## config.mk

```make
export PLATFORM = sky130hd
export DESIGN_NAME = f_fetch
export DESIGN_NICKNAME = d
export VERILOG_FILES = /design/src/rtl/f_fetch.sv
export SDC_FILE = /design/constraint.sdc
export NUM_CORES = 1
export LEC_CHECK = 0
export BUFFER_PORTS_ARGS = -buffer_cell sky130_fd_sc_hd__buf_4
export CAP_MARGIN = 10
export CORE_MARGIN = 4
export CORE_UTILIZATION = 51
export DETAILED_ROUTE_END_ITERATION = 7
export PLACE_DENSITY = 0.86
export REMOVE_ABC_BUFFERS = 1
export SYNTH_ARGS = -nofsm -noshare
export SYNTH_HDL_FRONTEND = slang
export SYNTH_SLANG_ARGS = --single-unit
```

## constraint.sdc

```tcl
create_clock -name clk -period 2.92 [get_ports clk]
set_input_delay 0 -clock clk [delete_from_list [all_inputs] [get_ports clk]]
set_output_delay 0 -clock clk [all_outputs]
set_load 0.01 [all_outputs]
```

## src/rtl/f_fetch.sv

```systemverilog
// Instruction fetch stage: issues one instruction-memory read at a time and
// presents the returned word as a fetch packet, with delay-slot redirects and flushes.
module f_fetch #(
  parameter logic [31:0] RESET_PC = 32'h0000_3000,
  parameter logic [31:0] EXC_PC   = 32'h0000_4180
) (
  input  logic        clk,
  input  logic        reset,
  input  logic        F_STALL,
  input  logic        F_flush,
  input  logic [31:0] F_flush_pc,
  input  logic        D_redirect,
  input  logic [31:0] D_target,
  output logic        i_req,
  output logic [31:0] i_addr,
  input  logic        i_rvalid,
  input  logic [31:0] i_rdata,
  output logic [31:0] F_PC,
  output logic [31:0] F_inStr,
  output logic        F_valid,
  output logic        F_miss,
  output logic        F_excAdEL
);

  typedef enum logic [1:0] {REQ, WAIT, VALID, DROP} state_t;

  state_t      state_reg, state_next;
  logic [31:0] pc_reg, pc_next;
  logic [31:0] ibuf_reg, ibuf_next;
  logic        exc_reg, exc_next;
  logic        redir_pend_reg, redir_pend_next;
  logic [31:0] redir_tgt_reg, redir_tgt_next;
  logic        advance;
  logic        unused_exc_pc;

  // EXC_PC is reserved for whoever drives the flush; it has no effect here.
  assign unused_exc_pc = ^EXC_PC;

  always_ff @(posedge clk or negedge reset) begin
    if (!reset) begin
      state_reg      <= REQ;
      pc_reg         <= RESET_PC;
      ibuf_reg       <= '0;
      exc_reg        <= 1'b0;
      redir_pend_reg <= 1'b0;
      redir_tgt_reg  <= '0;
    end else begin
      state_reg      <= state_next;
      pc_reg         <= pc_next;
      ibuf_reg       <= ibuf_next;
      exc_reg        <= exc_next;
      redir_pend_reg <= redir_pend_next;
      redir_tgt_reg  <= redir_tgt_next;
    end
  end

  always_comb begin
    state_next      = state_reg;
    pc_next         = pc_reg;
    ibuf_next       = ibuf_reg;
    exc_next        = exc_reg;
    redir_pend_next = redir_pend_reg;
    redir_tgt_next  = redir_tgt_reg;
    advance         = (state_reg == VALID) && !F_STALL;

    case (state_reg)
      REQ: begin
        if (pc_reg[1:0] == 2'b00) begin
          state_next = WAIT;
        end else begin
          ibuf_next  = '0;
          exc_next   = 1'b1;
          state_next = VALID;
        end
      end
      WAIT: begin
        if (i_rvalid) begin
          ibuf_next  = i_rdata;
          exc_next   = 1'b0;
          state_next = VALID;
        end
      end
      VALID: begin
        if (advance) begin
          if (D_redirect)          pc_next = D_target;
          else if (redir_pend_reg) pc_next = redir_tgt_reg;
          else                     pc_next = pc_reg + 32'd4;
          redir_pend_next = 1'b0;
          state_next      = REQ;
        end
      end
      DROP: begin
        if (i_rvalid) state_next = REQ;
      end
      default: state_next = REQ;
    endcase

    // A redirect seen while the packet is not consumed applies to the next advance.
    if (D_redirect && !advance) begin
      redir_pend_next = 1'b1;
      redir_tgt_next  = D_target;
    end

    // Flush wins; an in-flight read must still be drained so its data is not mistaken for the new target.
    // A response arriving in the same cycle as a flush in DROP completes the drain.
    if (F_flush) begin
      pc_next         = F_flush_pc;
      redir_pend_next = 1'b0;
      if ((state_reg == WAIT || state_reg == DROP) && !i_rvalid) state_next = DROP;
      else                                                       state_next = REQ;
    end
  end

  assign i_req     = reset && (state_reg == REQ) && (pc_reg[1:0] == 2'b00);
  assign i_addr    = pc_reg;
  assign F_PC      = pc_reg;
  assign F_valid   = (state_reg == VALID);
  assign F_miss    = (state_reg != VALID);
  assign F_inStr   = (state_reg == VALID) ? ibuf_reg : 32'h0;
  assign F_excAdEL = (state_reg == VALID) ? exc_reg : 1'b0;

endmodule

```

==> impl_metrics.csv <==
group,metric,value,unit
outcome,status,"finished, final reports clean",
global_route,grt_max_degree,51,
drt,dr_total_vias,6109,
setup_path,r2r-start,"F_PC[13]$_DFFE_PN1P_",
power_and_ir_drop,pwr-share-clk,0.250,
clocking,cts.clk_slew.worst_paths,0.07,ns
timing,finClkSkew,0.00689,ns
place,port_buffers,201,
global_route,antenna_found_initial,2,
final_layout,postLayoutCellArea,8420,µm²
final_layout,final_net_count,983,
logic_synthesis,synth_adder_area_share,0.00215,
drt,drt_wl_total,20200,µm
setup_path,cp-start-kind,"flip-flop",
job,max_cap_viol_count,0,
min_path,min_from,"F_flush_pc[23]",
drt,wl_per_cell,19.7,µm
place,hpwl,12600,µm
timing,fmax,404,MHz
die,rows,38,
final_layout,fillers,693,
power_and_ir_drop,ir_drop,0.000410,V
logic_synthesis,seq_area_frac_synth,0.431,
power_and_ir_drop,leakage,3.94,nW
logic_synthesis,yosysWarnings,0,
power_and_ir_drop,comb_power_share,0.341,
setup_path,crit_family,"simple AND/OR/NAND/NOR gates",
drt,drc,0,
timing,rsz0062_at_grt,"no",
clocking,htree_levels,3,
place,place.gp.congestion,0.860,
timing,tightest_slew,1.25,ns
die,die_h,115,µm
final_layout,synthToLayoutAreaGrowth,45.0,%
drt,vias_per_cell,5.95,
setup_path,path_class,"flip-flop to flip-flop",
die,die_area,13200,µm²
place,dp.cells,913,
global_route,grt_pass1_vias,6483,
die,ioPinCount,202,
power_and_ir_drop,p_per_area,555,nW/µm²
logic_synthesis,yosys.area.top_type,"dfrtp_1",
min_path,hold_path.class,"input pin to flip-flop",
global_route,grt_util_all_layers,0.315,
timing,setup_viol,0,
logic_synthesis,synth-xor-area-share,0.00904,
final_layout,drive_gt1_frac,0.323,
die,start_util,0.529,
setup_path,crit_buf_inv,0,
logic_synthesis,async_flop_share,1.00,
power_and_ir_drop,switching_share,0.348,
drt,drt_iter0_markers,489,
setup_path,cp_max_fo,8,
clocking,clk_latency,0.35,ns
setup_path,cp_slowest_cell,"or4_1",
logic_synthesis,syn_area,5810,µm²
drt,ant_nets,0,
timing,maxSlewHeadroom,0.165,
logic_synthesis,postSynthCellCount,637,
setup_path,arrival,2.68,ns
timing,hold_viol_final,0,
global_route,globalRoute.totalOverflow,0,
timing,period_needed,2.47,ns
logic_synthesis,ys.flop_type,"dfrtp_1",
setup_path,endpoint_kind,"flip-flop",
logic_synthesis,synth_top_family_by_area,"simple AND/OR/NAND/NOR gates",
logic_synthesis,synth-seq-cells,100,
clocking,cts_buffers,9,
logic_synthesis,synth_compound_area_frac,0.156,
clocking,clock_sinks,100,
power_and_ir_drop,p_switching,0.00163,W
setup_path,critPathMaxStageDelay,0.82,ns
setup_path,cp_cell_sequence,"nand3_2 -> or4_1 -> nor4_4 -> mux2i_1 -> o211ai_2",
setup_path,required,3.13,ns
clocking,tritoncts,"built",
die,core,11000,µm²
logic_synthesis,synth_edf_count,0,
global_route,grt_pass1_wl,32600,µm
timing,tns,0,ns
logic_synthesis,synth.avg_cell_area,9.12,µm²
setup_path,worstSetupStartpoint,"F_PC[13]$_DFFE_PN1P_",
logic_synthesis,synthTopCellsByArea,"dfrtp_1, nand2_1, mux2_2, buf_4, nand3_1",
timing,slew_violations,0,
clocking,post_cts_resized,0,
power_and_ir_drop,internal_power,0.00305,W
logic_synthesis,synth_cell_types,65,
logic_synthesis,synthMuxAreaShare,0.0816,
die,die_w,115,µm
logic_synthesis,synth_top_area_frac,0.422,
clocking,cts_buffer_depth,2,
clocking,root_buffer,"clkbuf_16",
place,place_area,7170,µm²
final_layout,stdcell_count,1027,
drt,firstDrtPassIters,6,
power_and_ir_drop,p_total,0.00467,W
logic_synthesis,yosys.area_share.simple,0.237,
power_and_ir_drop,pwr-share-seq,0.408,
timing,post-route-period-util,0.847,
## metrics by stage
stage                     utilization  setup slack [ns]  hold slack [ns]
after CTS                       0.767             0.467           0.0213
final                           0.767             0.447           0.0373
after global routing            0.767             0.279           0.0382
after floorplan                     -             0.235           -0.296
after global placement          0.653             0.597           0.0254
after detailed placement        0.653             0.495           0.0311
## worst paths after layout
check / to / slack, ns / depth (start not counted)
hold reg to reg: ibuf_reg[17]$_DFFE_PN0P_ / 0.46 / 2
setup / recovery: F_PC[31]$_DFFE_PN0P_ / 0.45 / 5
min in group asynchronous: F_PC[9]$_DFFE_PN0P_ / 0.21 / 2
max in group asynchronous: redir_tgt_reg[7]$_DFFE_PN0P_ / 1.82 / 3
hold / removal: F_PC[23]$_DFFE_PN0P_ / 0.04 / 3
setup reg to reg: F_PC[31]$_DFFE_PN0P_ / 0.45 / 5
## routing by layer
| metal | wire [µm] | global-route usage | up-vias |
|---|---|---|---|
| li1 | - | - | 2726 |
| met1 | 7290 | 0.375 | 2912 |
| met2 | 10400 | 0.539 | 381 |
| met3 | 1580 | 0.0521 | 90 |
| met4 | 1030 | 0.182 | 0 |
| met5 | 0 | 0 | - |
## power groups by stage
stage               sequential [W]  combinational, W  clock, W
finish                     0.00191           0.00160   0.00117
floorplan                  0.00192          0.000683         0
CTS                        0.00189           0.00156   0.00118
global placement           0.00189           0.00140         0
detailed placement         0.00192           0.00144         0
global route               0.00195           0.00173   0.00123
## cell type report
class / instances / area, µm² / share of cell area
Multi-Input combinational cell: 446 / 2830 / 0.336
Timing Repair Buffer: 311 / 2570 / 0.306
Sequential cell: 100 / 2500 / 0.297
Clock buffer: 15 / 278 / 0.0330
Tap cell: 140 / 175 / 0.0208
Inverter: 12 / 45.0 / 0.00535
Clock inverter: 1 / 7.51 / 0.000891
Antenna cell: 2 / 5.00 / 0.000594
## cell families (layout without fill, tap and decap cells)
| group | Yosys count | in the layout |
|---|---|---|
| other | 0 | 2 |
| AOI/OAI and AO/OA | 127 | 127 |
| xor gates and xnor gates | 6 | 6 |
| and+or+nand+nor | 269 | 269 |
| adders and majority gates | 1 | 1 |
| DFF | 100 | 100 |
| muxes | 43 | 43 |
| buffers and inverters | 91 | 339 |
## worst reg2reg max path, delay by kind of cell (launching register included)
kind | cells | cell delay [ns]
AO/OA/AOI/OAI | 1 | 0.11
flip-flops | 1 | 0.61
multiplexers | 1 | 0.26
AND/OR/NAND/NOR | 3 | 1.35
## synth_stat cells (3+ instances only)
master / number
inv_1: 11
a21oi_1: 18
buf_4: 32
mux2i_1: 8
nor2b_1: 4
a41oi_1: 3
or3_1: 4
xnor2_1: 5
nor3_1: 15
a22oi_1: 9
and2_1: 33
buf_1: 4
buf_2: 4
o211ai_1: 5
o2bb2ai_1: 3
nor3_2: 3
and3_1: 8
nand4_1: 5
o21ai_0: 35
a221oi_1: 8
a221o_1: 11
a21o_1: 3
nand2_1: 108
nand3_1: 43
a31oi_1: 4
clkbuf_1: 37
nor4_1: 5
dfrtp_1: 98
nor2_1: 24
mux2_2: 35
o21a_1: 4
o311a_1: 3
## cells in the final DEF, fill, tap and decap left out, types with 8 or more instances in the layout
cell type / synthesis / layout
a21oi_1: 18 / 18
a221o_1: 11 / 11
a221oi_1: 8 / 8
a22oi_1: 9 / 9
and2_1: 33 / 33
and3_1: 8 / 8
buf_4: 32 / 215
clkbuf_16: 0 / 9
dfrtp_1: 98 / 98
dlygate4sd3_1: 0 / 96
inv_1: 11 / 11
mux2_2: 35 / 35
mux2i_1: 8 / 8
nand2_1: 108 / 108
nand3_1: 43 / 43
nor2_1: 24 / 24
nor3_1: 15 / 14
o21ai_0: 35 / 35
## repair_timing
item	in CTS	in global routing
setup endpoints to repair	0	0
buffers inserted	0	0
hold buffers	96	0
endpoints found under the hold margin	134	0
Power figures use the tool's default switching activity.
